$ cat src/rtl/mc_control_pkg.sv
// -----------------------------------------------------------------------------
// mc_control_pkg
// Shared definitions for the multi-cycle MIPS-subset control unit:
//   - FSM state encoding (IF=0, ID=1, EX=2, MEM=3, WB=4)
//   - instruction classes produced by mc_decode
//   - primary opcode and R-type func field constants
//   - ALUctr operation encoding
// -----------------------------------------------------------------------------
package mc_control_pkg;

  // FSM states; the numeric values are visible on the debug state port.
  typedef enum logic [2:0] {
    S_IF  = 3'd0,
    S_ID  = 3'd1,
    S_EX  = 3'd2,
    S_MEM = 3'd3,
    S_WB  = 3'd4
  } state_t;

  // Instruction classes. All I-type ALU ops (ori/addiu/addi) share one class;
  // their differences are carried by ALUctr and ExtOp from the decoder.
  typedef enum logic [2:0] {
    C_ILL   = 3'd0,
    C_RTYPE = 3'd1,
    C_IALU  = 3'd2,
    C_LW    = 3'd3,
    C_SW    = 3'd4,
    C_BEQ   = 3'd5,
    C_J     = 3'd6
  } cls_t;

  // Primary opcodes (instruction[31:26])
  localparam logic [5:0] OP_RTYPE = 6'h00;
  localparam logic [5:0] OP_J     = 6'h02;
  localparam logic [5:0] OP_BEQ   = 6'h04;
  localparam logic [5:0] OP_ADDI  = 6'h08;
  localparam logic [5:0] OP_ADDIU = 6'h09;
  localparam logic [5:0] OP_ORI   = 6'h0D;
  localparam logic [5:0] OP_LW    = 6'h23;
  localparam logic [5:0] OP_SW    = 6'h2B;

  // R-type func codes (instruction[5:0])
  localparam logic [5:0] FN_ADD  = 6'h20;
  localparam logic [5:0] FN_ADDU = 6'h21;
  localparam logic [5:0] FN_SUB  = 6'h22;
  localparam logic [5:0] FN_SUBU = 6'h23;
  localparam logic [5:0] FN_SLT  = 6'h2A;
  localparam logic [5:0] FN_SLTU = 6'h2B;

  // ALUctr encoding
  localparam logic [2:0] ALU_ADDU = 3'b000;
  localparam logic [2:0] ALU_ADD  = 3'b001;
  localparam logic [2:0] ALU_OR   = 3'b010;
  localparam logic [2:0] ALU_SUBU = 3'b100;
  localparam logic [2:0] ALU_SUB  = 3'b101;
  localparam logic [2:0] ALU_SLTU = 3'b110;
  localparam logic [2:0] ALU_SLT  = 3'b111;

endpackage

$ cat src/rtl/mc_control_decode.sv
// -----------------------------------------------------------------------------
// mc_decode
// Purely combinational instruction decoder: maps op/func to an instruction
// class plus the EX-stage datapath settings for that instruction.
// Ports:
//   i_op       in  6  opcode field
//   i_func     in  6  func field (only meaningful for R-type)
//   o_cls      out 3  instruction class (cls_t encoding)
//   o_aluctr   out 3  ALU operation for EX
//   o_ext_op   out 1  sign-extend the immediate in EX
//   o_alu_src  out 1  ALU B operand is the immediate in EX
//   o_ovf_chk  out 1  instruction is a trapping add/sub/addi
// -----------------------------------------------------------------------------
module mc_decode (
  input  logic [5:0] i_op,
  input  logic [5:0] i_func,
  output logic [2:0] o_cls,
  output logic [2:0] o_aluctr,
  output logic       o_ext_op,
  output logic       o_alu_src,
  output logic       o_ovf_chk
);
  import mc_control_pkg::*;

  always_comb begin
    o_cls     = C_ILL;
    o_aluctr  = ALU_ADDU;
    o_ext_op  = 1'b0;
    o_alu_src = 1'b0;
    o_ovf_chk = 1'b0;
    case (i_op)
      OP_RTYPE: begin
        o_cls = C_RTYPE;
        case (i_func)
          FN_ADDU: o_aluctr = ALU_ADDU;
          FN_ADD: begin
            o_aluctr  = ALU_ADD;
            o_ovf_chk = 1'b1;
          end
          FN_SUBU: o_aluctr = ALU_SUBU;
          FN_SUB: begin
            o_aluctr  = ALU_SUB;
            o_ovf_chk = 1'b1;
          end
          FN_SLTU: o_aluctr = ALU_SLTU;
          FN_SLT:  o_aluctr = ALU_SLT;
          // Any other func (shifts, jr, ...) is not supported.
          default: o_cls = C_ILL;
        endcase
      end
      OP_ORI: begin
        // ori zero-extends its immediate
        o_cls     = C_IALU;
        o_aluctr  = ALU_OR;
        o_alu_src = 1'b1;
      end
      OP_ADDIU: begin
        o_cls     = C_IALU;
        o_aluctr  = ALU_ADDU;
        o_ext_op  = 1'b1;
        o_alu_src = 1'b1;
      end
      OP_ADDI: begin
        o_cls     = C_IALU;
        o_aluctr  = ALU_ADD;
        o_ext_op  = 1'b1;
        o_alu_src = 1'b1;
        o_ovf_chk = 1'b1;
      end
      OP_LW: begin
        o_cls     = C_LW;
        o_aluctr  = ALU_ADDU;
        o_ext_op  = 1'b1;
        o_alu_src = 1'b1;
      end
      OP_SW: begin
        o_cls     = C_SW;
        o_aluctr  = ALU_ADDU;
        o_ext_op  = 1'b1;
        o_alu_src = 1'b1;
      end
      OP_BEQ: begin
        o_cls    = C_BEQ;
        o_aluctr = ALU_SUBU;
      end
      OP_J: o_cls = C_J;
      default: o_cls = C_ILL;
    endcase
  end

endmodule

$ cat src/rtl/mc_control.sv
// -----------------------------------------------------------------------------
// mc_control
// Multi-cycle control unit for a MIPS subset (addu/subu/add/sub/slt/sltu,
// ori/addiu/addi, lw/sw, beq, j). A five-state FSM (IF, ID, EX, MEM, WB)
// sequences the datapath; outputs are Moore functions of the state and the
// op/func latched in ID, except beq's PCWr/branch which also follow zero.
//
// Build option:
//   MC_CTRL_OVF_TRAP_EN  defined   -> overflow during EX of add/sub/addi
//                                     suppresses the WB write and sets the
//                                     sticky ovf_flag (cleared only by rst).
//                        undefined -> no trap; ovf_flag is tied to 0.
//
// Ports:
//   clk, rst         clock, asynchronous active-high reset
//   op, func         instruction fields, valid in ID
//   zero, overflow   ALU flags, sampled in EX
//   PCWr, IRWr       PC update / IR load strobes
//   RegWr, MemWr     register file / memory write enables
//   ExtOp, ALUsrc, RegDst, MemtoReg, branch, jump   datapath selects
//   ALUctr           ALU operation (driven in EX, ADDU elsewhere)
//   state            current FSM state (debug)
//   instr_done       pulse on the final cycle of each instruction
//   illegal          pulse in ID for an unsupported op/func
//   ovf_flag         sticky overflow-trap flag
// -----------------------------------------------------------------------------
module mc_control (
  input  logic       clk,
  input  logic       rst,
  input  logic [5:0] op,
  input  logic [5:0] func,
  input  logic       zero,
  input  logic       overflow,
  output logic       PCWr,
  output logic       IRWr,
  output logic       RegWr,
  output logic       MemWr,
  output logic       ExtOp,
  output logic       ALUsrc,
  output logic       RegDst,
  output logic       MemtoReg,
  output logic       branch,
  output logic       jump,
  output logic [2:0] ALUctr,
  output logic [2:0] state,
  output logic       instr_done,
  output logic       illegal,
  output logic       ovf_flag
);
  import mc_control_pkg::*;

  state_t     r_state;
  logic [5:0] r_op;
  logic [5:0] r_func;

  logic [5:0] w_dec_op;
  logic [5:0] w_dec_func;
  logic [2:0] w_cls_raw;
  cls_t       w_cls;
  logic [2:0] w_aluctr;
  logic       w_ext_op;
  logic       w_alu_src;
  logic       w_ovf_chk;
  logic       w_wb_suppress;

  // op/func are only valid while in ID, so ID decodes the live fields and
  // every later state decodes the copy captured at the end of ID.
  assign w_dec_op   = (r_state == S_ID) ? op   : r_op;
  assign w_dec_func = (r_state == S_ID) ? func : r_func;

  mc_decode u_decode (
    .i_op      (w_dec_op),
    .i_func    (w_dec_func),
    .o_cls     (w_cls_raw),
    .o_aluctr  (w_aluctr),
    .o_ext_op  (w_ext_op),
    .o_alu_src (w_alu_src),
    .o_ovf_chk (w_ovf_chk)
  );

  assign w_cls = cls_t'(w_cls_raw);

  // State register and op/func latch
  always_ff @(posedge clk or posedge rst) begin
    if (rst) begin
      r_state <= S_IF;
      r_op    <= 6'd0;
      r_func  <= 6'd0;
    end else begin
      case (r_state)
        S_IF: r_state <= S_ID;
        S_ID: begin
          r_op   <= op;
          r_func <= func;
          if (w_cls == C_ILL || w_cls == C_J) r_state <= S_IF;
          else                                r_state <= S_EX;
        end
        S_EX: begin
          case (w_cls)
            C_BEQ:      r_state <= S_IF;
            C_LW, C_SW: r_state <= S_MEM;
            default:    r_state <= S_WB;
          endcase
        end
        S_MEM: begin
          if (w_cls == C_LW) r_state <= S_WB;
          else               r_state <= S_IF;
        end
        S_WB:    r_state <= S_IF;
        default: r_state <= S_IF;
      endcase
    end
  end

`ifdef MC_CTRL_OVF_TRAP_EN
  logic r_ovf_pend;
  logic r_ovf_flag;

  // r_ovf_pend is rewritten on every EX so it only ever refers to the
  // instruction currently heading into WB.
  always_ff @(posedge clk or posedge rst) begin
    if (rst) begin
      r_ovf_pend <= 1'b0;
      r_ovf_flag <= 1'b0;
    end else if (r_state == S_EX) begin
      r_ovf_pend <= w_ovf_chk & overflow;
      if (w_ovf_chk && overflow) r_ovf_flag <= 1'b1;
    end
  end

  assign w_wb_suppress = r_ovf_pend;
  assign ovf_flag      = r_ovf_flag;
`else
  logic w_unused_ovf;
  assign w_unused_ovf  = overflow ^ w_ovf_chk;
  assign w_wb_suppress = 1'b0;
  assign ovf_flag      = 1'b0;
`endif

  // Moore output decode (beq PCWr/branch additionally follow zero)
  always_comb begin
    PCWr       = 1'b0;
    IRWr       = 1'b0;
    RegWr      = 1'b0;
    MemWr      = 1'b0;
    ExtOp      = 1'b0;
    ALUsrc     = 1'b0;
    RegDst     = 1'b0;
    MemtoReg   = 1'b0;
    branch     = 1'b0;
    jump       = 1'b0;
    ALUctr     = ALU_ADDU;
    instr_done = 1'b0;
    illegal    = 1'b0;
    case (r_state)
      S_IF: begin
        IRWr = 1'b1;
        PCWr = 1'b1;
      end
      S_ID: begin
        if (w_cls == C_J) begin
          jump       = 1'b1;
          PCWr       = 1'b1;
          instr_done = 1'b1;
        end
        if (w_cls == C_ILL) begin
          illegal    = 1'b1;
          instr_done = 1'b1;
        end
      end
      S_EX: begin
        ALUctr = w_aluctr;
        ExtOp  = w_ext_op;
        ALUsrc = w_alu_src;
        if (w_cls == C_BEQ) begin
          branch     = zero;
          PCWr       = zero;
          instr_done = 1'b1;
        end
      end
      S_MEM: begin
        if (w_cls == C_SW) begin
          MemWr      = 1'b1;
          instr_done = 1'b1;
        end
      end
      S_WB: begin
        RegWr      = ~w_wb_suppress;
        RegDst     = (w_cls == C_RTYPE);
        MemtoReg   = (w_cls == C_LW);
        instr_done = 1'b1;
      end
      default: ;
    endcase
  end

  assign state = r_state;

endmodule

$ cat config.mk
export PLATFORM = sky130hd
export DESIGN_NAME = mc_control
export DESIGN_NICKNAME = d
export VERILOG_FILES = /design/src/rtl/mc_control_pkg.sv /design/src/rtl/mc_control_decode.sv /design/src/rtl/mc_control.sv
export SDC_FILE = /design/constraint.sdc
export NUM_CORES = 1
export LEC_CHECK = 0
export ABC_AREA = 1
export BUFFER_PORTS_ARGS = -buffer_cell sky130_fd_sc_hd__buf_2
export CAP_MARGIN = 10
export CORE_AREA = 2 2 50 52
export DETAILED_ROUTE_END_ITERATION = 7
export DIE_AREA = 0 0 52 54
export PLACE_DENSITY_LB_ADDON = 0.1
export SLEW_MARGIN = 15
export SYNTH_ARGS = -nofsm -noshare
export SYNTH_HDL_FRONTEND = slang
export SYNTH_HIERARCHICAL = 1
export SYNTH_SLANG_ARGS = --single-unit
$ cat constraint.sdc
create_clock -name clk -period 3 [get_ports clk]
set_input_delay 0.6 -clock clk [delete_from_list [all_inputs] [get_ports clk]]
set_output_delay 0.6 -clock clk [all_outputs]
set_load 0.05 [all_outputs]
# --- Word level (Yosys, flattened, before mapping) ---
# Cells that the tools add are included.
word_totals:
  register_bits: 15
  latchBits: 0
  ramBits: 0
  rom_bits: 0
  output_inout_bits: 19
  wordCells: 65
  memories: 0
classes:
  n_addsub: 0
  mul: 0
  div_mod_pow: 0
  n_lt_le_gt_ge: 0
  n_eq_ne: 22
  shift: 0
  mux: 31
  bitwise: 0
  n_reduce_logical: 9
op_table:
  columns: ["operator", "count"]
  rows:
  - ["equality test 6 bit (second input constant)", 8]
  - ["one-hot mux 3 bit (4 select lines)", 2]
  - ["2-to-1 mux 1 bit", 19]
  - ["equality test 6 x 4 -> 1 bit (second input constant)", 3]
  - ["one-hot mux 3 bit (6 select lines)", 1]
  - ["one-hot mux 3 bit (5 select lines)", 1]
  - ["equality test 3 bit (second input constant)", 4]
  - ["2-to-1 mux 6 bit", 2]
  - ["equality test 3 x 2 -> 1 bit (second input constant)", 3]
  - ["equality test 3 x 1 -> 1 bit (second input constant)", 2]
  - ["equality test 6 x 2 -> 1 bit (second input constant)", 1]
  - ["equality test 6 x 3 -> 1 bit (second input constant)", 1]
  - ["zero test 3 bit", 2]
  - ["zero test 6 bit", 1]
  - ["2-to-1 mux 3 bit", 2]
  - ["one-hot mux 3 bit (2 select lines)", 1]
  - ["OR reduction 6 bit", 1]
  - ["OR reduction 5 bit", 1]
  - ["one-hot mux 1 bit (4 select lines)", 1]
  - ["OR reduction 4 bit", 1]
  - ["one-hot mux 1 bit (3 select lines)", 1]
  - ["OR reduction 3 bit", 1]
  - ["2-to-1 mux 2 bit", 1]
  - ["OR reduction 2 bit", 1]
  - ["logical OR 1 bit", 1]

# --- Logic depth before layout (Yosys ltp) ---
# Gate-level depths: netlist of run 1.
logic_depth:
  depth_word: 10
  mapped_depth: 17
  depth_no_buf: 16

# --- Hierarchy ---
# The synthesis of run 1 kept the hierarchy.
by_module_without_submodules:
  columns: ["mod", "n_inst", "cells_per_inst", "area_per_inst_um2", "seq_area_each_um2"]
  rows:
  - ["mc_control", 1, 110, 790.8, 375.4]
  - ["mc_decode", 1, 58, 264.0, 0.0]

# --- Least setup slack after synthesis of run 1 ---
# Ideal clock, no wire load.
synth_timing:
  path_type: "flip-flop to output port"
  from: "register r_state[2], in the netlist state[2]"
  to: "output PCWr"
  arrival_ns: 3.219
  required_time_ns: 2.400
  path_slack_ns: -0.819
  stages_incl_launch_ff: 16
  path_cell_list: "dfrtp_1 > inv_2 > nand3_4 > inv_2 > buf_6 > nand2_1 > nand2_1 > nor2_2 > nand3_1 > nand2_1 > inv_1 > nand2_1 > nand3_1 > nor2_1 > nor2_1 > o21ai_0"
synth_via:
  elab_cells_between_ends: 28
  classes_between: "17 x eq/ne; 7 x mux; 4 x reduce/logical"
synth_lines:
  columns: ["item", "line", "rtl"]
  rows:
  - ["start, declared", "mc_control.sv:52", "state_t r_state;"]
  - ["start signal, assigned", "mc_control.sv:86", "r_state <= S_IF;"]
  - ["start signal, assigned", "mc_control.sv:91", "S_IF: r_state <= S_ID;"]
  - ["start signal, assigned", "mc_control.sv:95", "if (w_cls == C_ILL || w_cls == C_J) r_state <= S_IF;"]
  - ["equality test 3 x 1 -> 1 bit *", "mc_control.sv:68", "assign w_dec_op = (r_state == S_ID) ? op : r_op;"]
  - ["2-to-1 mux 6 bit *", null, null]
  - ["via w_dec_op[3]", "mc_control.sv:56", "logic [5:0] w_dec_op;"]
  - ["equality test 6 x 4 -> 1 bit", "mc_control_decode.sv:31", "case (i_op)"]
  - ["OR reduction 3 bit (no line)", null, null]
  - ["one-hot mux 3 bit (6 select lines) *", "mc_control_decode.sv:31", null]
  - ["via w_cls[1]", "mc_control.sv:59", "cls_t w_cls;"]
  - ["equality test 3 bit (on tied branches)", "mc_control.sv:175, mc_control.sv:161", null]
  - ["2-to-1 mux 1 bit (on tied branches)", "mc_control.sv:175, mc_control.sv:161", null]
  - ["one-hot mux 1 bit (3 select lines) *", "mc_control.sv:155", "case (r_state)"]
  - ["end, declared", "mc_control.sv:34", "output logic PCWr,"]
# Mark *: on every way through the listed nets, which the timed path passes. The rest lies on a longest branch.

# --- Worst setup path after layout of run 1 ---
layout_timing:
  from: "register r_state[1], in the netlist state[1]"
  to: "output instr_done"
layout_via:
  elab_cells_between_ends: 33
  classes_between: "20 x eq/ne; 9 x mux; 4 x reduce/logical"
layout_lines:
  columns: ["item", "line", "rtl"]
  rows:
  - ["equality test 3 x 1 -> 1 bit *", "mc_control.sv:68", null]
  - ["2-to-1 mux 6 bit *", null, null]
  - ["via w_dec_op[3]", "mc_control.sv:56", null]
  - ["equality test 6 x 4 -> 1 bit", "mc_control_decode.sv:31", null]
  - ["OR reduction 3 bit (no line)", null, null]
  - ["one-hot mux 3 bit (6 select lines) *", "mc_control_decode.sv:31", null]
  - ["via w_cls[1]", "mc_control.sv:59", null]
  - ["equality test 3 bit", "mc_control.sv:161", "if (w_cls == C_J) begin"]
  - ["2-to-1 mux 1 bit", "mc_control.sv:161", null]
  - ["2-to-1 mux 1 bit", "mc_control.sv:166", "if (w_cls == C_ILL) begin"]
  - ["one-hot mux 1 bit (4 select lines) *", "mc_control.sv:155", null]
  - ["end, declared", "mc_control.sv:46", "output logic instr_done,"]
# Marked as above.

==> metrics.md, run 1 <==
| Metric | Value |
|---|---|
| Status | finished clean |
| GP Congestion | ~0.88 |
| Min-Delay Path Class | input port to asynchronous set/reset pin |
| Syn nets | about 180 |
| Power per Cell Area | approximately 1200 nW/µm² |
| Clk_skew | slightly above 0.002 ns |
| Worst-margin pin slew | between 0.5 and 0.6 ns |
| P_int | ~0.85 mW |
| Post-CTS Hold Buffers | 0 |
| R2R Setup Slk | roughly 0.93 ns |
| Grt ovf | 0 |
| Switching pwr | 1.05 mW |
| Commonest non-fill, non-tap cell in the layout | nand2_1 |
| Routed WL | 2.63 mm |
| Largest net degree at the start of global routing | 16 |
| Post-DP HPWL | ~1.9 mm |
| Worst EP arrival | around 2.3 ns |
| First-pass GRT wire length | approximately 4.5 mm |
| Row count | 18 |
| Num CTS Buffers | 3 |
| Switching share of power | 0.551 |
| RSZ-0062 raised after global routing | yes |
| Clk slew on worst S/H paths | roughly 0.08 ns |
| Max VDD drop | about 680 µV |
| Final period util | 0.977 |
| R2r startpoint | state[1] |
| Antenna cells | 0 |
| MaxCap Viol Count | 0 |
| Fmax | between 300 and 400 MHz |
| Die area | roughly 2800 µm² |
| CP required | 2.40 ns |
| Post-layout min period | 2.93 ns |
| Clock power share | 0.059 |
| Worst Reg-to-Reg Cells | 15 |
| Slew Limit Fails | 0 |
| CTS tree | done |
| Residual DRC | 0 |
| Worst-Skew Late Latency | between 0.2 and 0.3 ns |
| CP Capture Type | primary output |
| Setup Crit Path Kind | register to primary output |
| Final Power | between 1.5 and 2 mW |
| Max Root-Sink Buffers | 2 |
| Final Hold Vio Count | 0 |
| Top Ports | 35 |
| Logic pwr share | 0.765 |
| First DRT Iteration DRCs | 13 |
| Total negative slack | 0 ns |
| Area growth from synthesis to layout | 50.5% |
| Initial Util | 0.449 |
| Port-buffer cells | 32 |
| Initial antenna violation count | 0 |
| Vias in the first global route | 1112 |
| CP dominant cell by count | nand2_1 |
| CP startpoint kind | register |
| Cell count after synthesis | around 170 |
| Gr usage total | 0.209 |
| Sink Count | 15 |
| DR pass1 iterations | 4 |
| Die H | 54 µm |
| YS warnings | 6 |
| CTS root buffer | clkbuf_4 |
| Final-stage net count | around 230 |
| Routed len/inst | between 10 and 15 µm |
| Vias per cell | between 4 and 5 |
| Vias | 1172 |
| Seq pwr share | 0.177 |
| Crit-path cells | inv_4 -> nand3_4 -> buf_6 -> nand2_1 -> nand2_4 -> nor2_4 -> nand3_1 -> nand2_1 -> inv_1 -> nand2_2 -> nor2_2 -> nand2_1 -> nand2_1 -> nand2_1 -> nand3_4 -> buf_6 |
| Layout cells sized above 1 | 0.474 |
| Syn avg cell area | about 6.3 µm² |
| Finished Core Util | 0.676 |
| CP max FO | 8 |
| Number of nets with antenna violations after routing | 0 |
| Die X | between 50 and 60 µm |
| Critical path's slowest cell | dfrtp_2 |
| Reg-to-Reg End | state[0] |
| Static leakage | ~0.85 nW |
| Most frequent cells in the layout | nand2_1 (49), buf_2 (24), inv_1 (22) |
| Final Setup Violations | 0 |
| Core Box Area | between 2000 and 2500 µm² |
| Slew margin rel. | 0.624 |
| Slowest stage delay, CP | 0.44 ns |
| H-tree level count | 1 |
| Mapped Area | around 1000 µm² |
## sequential cells by signal (all words and copies together), names as in the netlist
name and count:
r_func 6, state 3, r_op 6
## area by class of cell
class	instances	area (µm²)
fillers	197	751
repair buffers	48	319
flip-flops and latches	15	379
clock buffers	4	26.3
well taps	30	37.5
multi-input cells	119	686
inverters	29	121
## how the worst max path moves through the flow
stage,startpoint,end,slack [ns],cells past startpoint
final,state[1],instr_done,0.07,16
after global routing,state[1],PCWr,-0.09,15
after CTS,state[1],instr_done,0.002,16
after detailed placement,state[1],instr_done,0.09,16
after global placement,state[1],instr_done,0.16,16
after floorplan,state[2],PCWr,-0.007,15
## power by group through the flow
stage          Combinational, mW  Clock [mW]  Sequential (mW)
3_5_place_dp                1.11           0            0.341
4_1_cts                     1.21       0.115            0.337
6_report                    1.45       0.111            0.335
3_3_place_gp                1.08           0            0.338
2_1_floorplan              0.821           0            0.377
5_1_grt                     1.58       0.124            0.345
## routing by layer
metal / vias up / share of wire / global-route usage
met2: 21 / 0.54 / 0.401
met4: 0 / 0.0042 / 0.0439
met5: - / 0 / 0
met1: 552 / 0.41 / 0.238
met3: 2 / 0.038 / 0.0417
li1: 597 / - / -
## through the flow
| stage | cells | worst slack (ns) | hold slack (ns) | cell area, µm² |
|---|---|---|---|---|
| after floorplan | 166 | -0.00741 | 0.464 | 1090 |
| after global placement | 232 | 0.162 | 0.487 | 1310 |
| after detailed placement | 232 | 0.0885 | 0.493 | 1310 |
| after CTS | 237 | 0.00162 | 0.383 | 1400 |
| after global routing | 245 | -0.0950 | 0.409 | 1570 |
| final | 245 | 0.0689 | 0.362 | 1570 |
## timing repair
| action | 4_1_cts | 5_1_grt |
|---|---|---|
| endpoints found under the hold margin | 0 | 0 |
| pin swaps | 2 | 13 |
| setup endpoints to repair | 8 | 8 |
| gates resized for setup | 18 | 35 |
| buffers inserted | 1 | 8 |
## worst max-delay path: cells and delay by family (launching register included)
kind / cells / cell delay, ns
and+or+nand+nor: 12 / 1.16
DFF: 1 / 0.44
buffers and inverters: 4 / 0.43
Note: power is estimated with default switching activity, not from simulation.
==> inputs of run 2 (changes only) <==
--- a/config.mk
+++ b/config.mk
@@ -5,12 +5,11 @@
 export SDC_FILE = /design/constraint.sdc
 export NUM_CORES = 1
 export LEC_CHECK = 0
-export ABC_AREA = 1
 export BUFFER_PORTS_ARGS = -buffer_cell sky130_fd_sc_hd__buf_2
 export CAP_MARGIN = 10
-export CORE_AREA = 2 2 50 52
+export CORE_AREA = 2 2 51 53
 export DETAILED_ROUTE_END_ITERATION = 7
-export DIE_AREA = 0 0 52 54
+export DIE_AREA = 0 0 53 55
 export PLACE_DENSITY_LB_ADDON = 0.1
 export SLEW_MARGIN = 15
 export SYNTH_ARGS = -nofsm -noshare
==> run 2 against run 1 <==
Net effect: fmax is 22% lower; highest routed layer unchanged; count of clock-buffer cells in the layout is the same; critical endpoint is now PCWr; worst setup slack lost 0.81 ns; via count rose by 5.5%; register-to-register slack worse by 0.94 ns; synthesized cell count fell by 30%; the flow now finishes with violations (setup timing).
==> metrics.md, run 2 <==
| Metric | Value |
|---|---|
| Status | complete, but fails checks |
| Failing checks | setup timing |
| Worst-margin pin slew | 0.564 ns (+0.00124 ns) |
| Slew margin rel. | 0.623 (-0.000831) |
| First DRT Iteration DRCs | 32 (+19) |
| Final-stage net count | 205 (-12%) |
| Layout cells sized above 1 | 0.713 (+0.238) |
| Largest net degree at the start of global routing | 16 (unchanged) |
| Die H | 55 µm (+1.9%) |
| Mapped Area | 1110 µm² (+6.4%) |
| Filler instances | 122 (-38%) |
| Sink Count | 15 (unchanged) |
| Syn avg cell area | 9.47 µm² (+51%) |
| Crit path max-delay family | simple AND/OR/NAND/NOR gates |
| Post-layout min period | 3.74 ns (+0.806 ns) |
| Top Ports | 35 (unchanged) |
| GP Congestion | 0.784 (-11%) |
| Final std cells w/o fill | 218 (-11%) |
| Area growth from synthesis to layout | 85.0% |
| Crit-path cells | nor3b_4 -> buf_6 -> mux2_4 -> buf_6 -> or2b_4 -> a31oi_4 -> o31ai_4 -> buf_12 -> nor4bb_4 -> buf_4 -> a211o_1 -> buf_6 |
| Routed len/inst | 18.3 µm (+71%) |
| Grt ovf | 0 (unchanged) |
| RSZ-0062 raised after global routing | yes |
| CP startpoint kind | register |
| Pre-CTS setup slack | -0.603 ns (-0.691 ns) |
| Row count | 18 (unchanged) |
| Slew Limit Fails | 0 (unchanged) |
| Hold slack | 0.358 ns (-0.00379 ns) |
| Vias per cell | 5.67 (+19%) |
| Final Power | 2.56 mW (+35%) |
| Setup Crit Path Kind | register to primary output |
| Vias | 1237 (+5.5%) |
| First-pass GRT wire length | 5.22 mm (+17%) |
| Most frequent cells in the layout | buf_4 (33), buf_2 (19), buf_6 (18) |
| CP required | 2.40 ns (about the same) |
| Core Box Area | 2360 µm² (+1.9%) |
| Final WS setup | -0.737 ns (-0.806 ns) |
| Fin area | 2050 µm² (+31%) |
| Syn nets | 133 (-27%) |
| Antenna cells | 0 (unchanged) |
| Post-DP HPWL | 2.17 mm (+14%) |
| Residual DRC | 0 (unchanged) |
| Buf/Inv on CP | 5 (+1) |
| Finished Core Util | 0.867 (+0.191) |
| Number of nets with antenna violations after routing | 0 (unchanged) |
| Gr usage total | 0.246 (+0.0370) |
| Initial Util | 0.469 (+0.0195) |
| CP max FO | 7 (-1) |
| Commonest non-fill, non-tap cell in the layout | buf_4 |
| Inst Count DP | 200 (-14%) |
| Num CTS Buffers | 3 (unchanged) |
| H-tree level count | 1 (unchanged) |
| Critical path's slowest cell | dfrtp_2 |
| MaxCap Viol Count | 0 (unchanged) |
| DR pass1 iterations | 4 (unchanged) |
| Worst EP arrival | 3.14 ns (+0.81 ns) |
| CTS tree | done |
| Port-buffer cells | 32 (unchanged) |
| Final Hold Vio Count | 0 (unchanged) |
| CTS root buffer | clkbuf_4 |
| Clk_skew | 0.00408 ns (+0.00206 ns) |
| Die area | 2920 µm² (+3.8%) |
| Fmax | 268 MHz (-22%) |
| Max Root-Sink Buffers | 2 (unchanged) |
| Static leakage | 0.938 nW (+9.7%) |
| Max VDD drop | 909 µV (+33%) |
| Slowest stage delay, CP | 0.43 ns (about the same) |
| Routed WL | 3.99 mm (+52%) |
| YS warnings | 6 (unchanged) |
| Vias in the first global route | 1142 (+2.7%) |
| Worst-Skew Late Latency | 0.28 ns (about the same) |
| Total negative slack | -5.53 ns (-5.53 ns) |
| Clk slew on worst S/H paths | 0.08 ns (about the same) |
| Initial antenna violation count | 0 (unchanged) |
| CP Capture Type | primary output |
| Final Setup Violations | 14 (+14) |
| Min-Delay Path Class | input port to asynchronous set/reset pin |
| CP dominant cell by count | buf_6 |
| Cell count after synthesis | 117 (-30%) |
| Area after DPL | 1560 µm² (+19%) |
| Power per Cell Area | 1250 nW/µm² (+3.2%) |
| Final period util | 1.25 (+0.269) |
| Die X | 53 µm (+1.9%) |
==> run 2: layer usage <==
layer,track usage,vias to the layer above,share of wire
met5,0,-,0
met4,0.0769,0,0.025
met3,0.0511,12,0.042
met2,0.467,62,0.57
met1,0.276,600,0.37
li1,-,563,-
==> run 2: path summary, 6_finish.rpt <==
path | slack, ns | start | endpoint | cells past startpoint
setup / recovery | -0.74 | state[2] | PCWr | 12
hold / removal | 0.36 | rst | r_func[3] | 2
setup reg to reg | -0.01 | state[2] | state[0] | 14
hold reg to reg | 0.51 | r_func[5] | r_func[5] | 1
max in group asynchronous | 2.24 | rst | state[0] | 2
min in group clk | 0.51 | r_func[5] | r_func[5] | 1
==> run 2: timing repair <==
action,CTS,global route
resized for setup,63,25
hold buffers,0,0
endpoints found under the setup margin,15,14
buffers inserted,9,8
pin swaps,8,17
==> run 2: final cells by class <==
type	instances	area (µm²)	area share
Multi-Input combinational cell	87	933	0.455
Timing Repair Buffer	77	656	0.320
Inverter	5	18.8	0.00915
Sequential cell	15	379	0.185
Clock buffer	4	26.3	0.0128
Tap cell	30	37.5	0.0183
==> run 2: power by group <==
| part | internal, mW | total, mW | switching, mW |
|---|---|---|---|
| sequential | 0.301 | 0.341 | 0.0399 |
| clock | 0.0516 | 0.111 | 0.0598 |
| combinational | 1.01 | 2.10 | 1.10 |
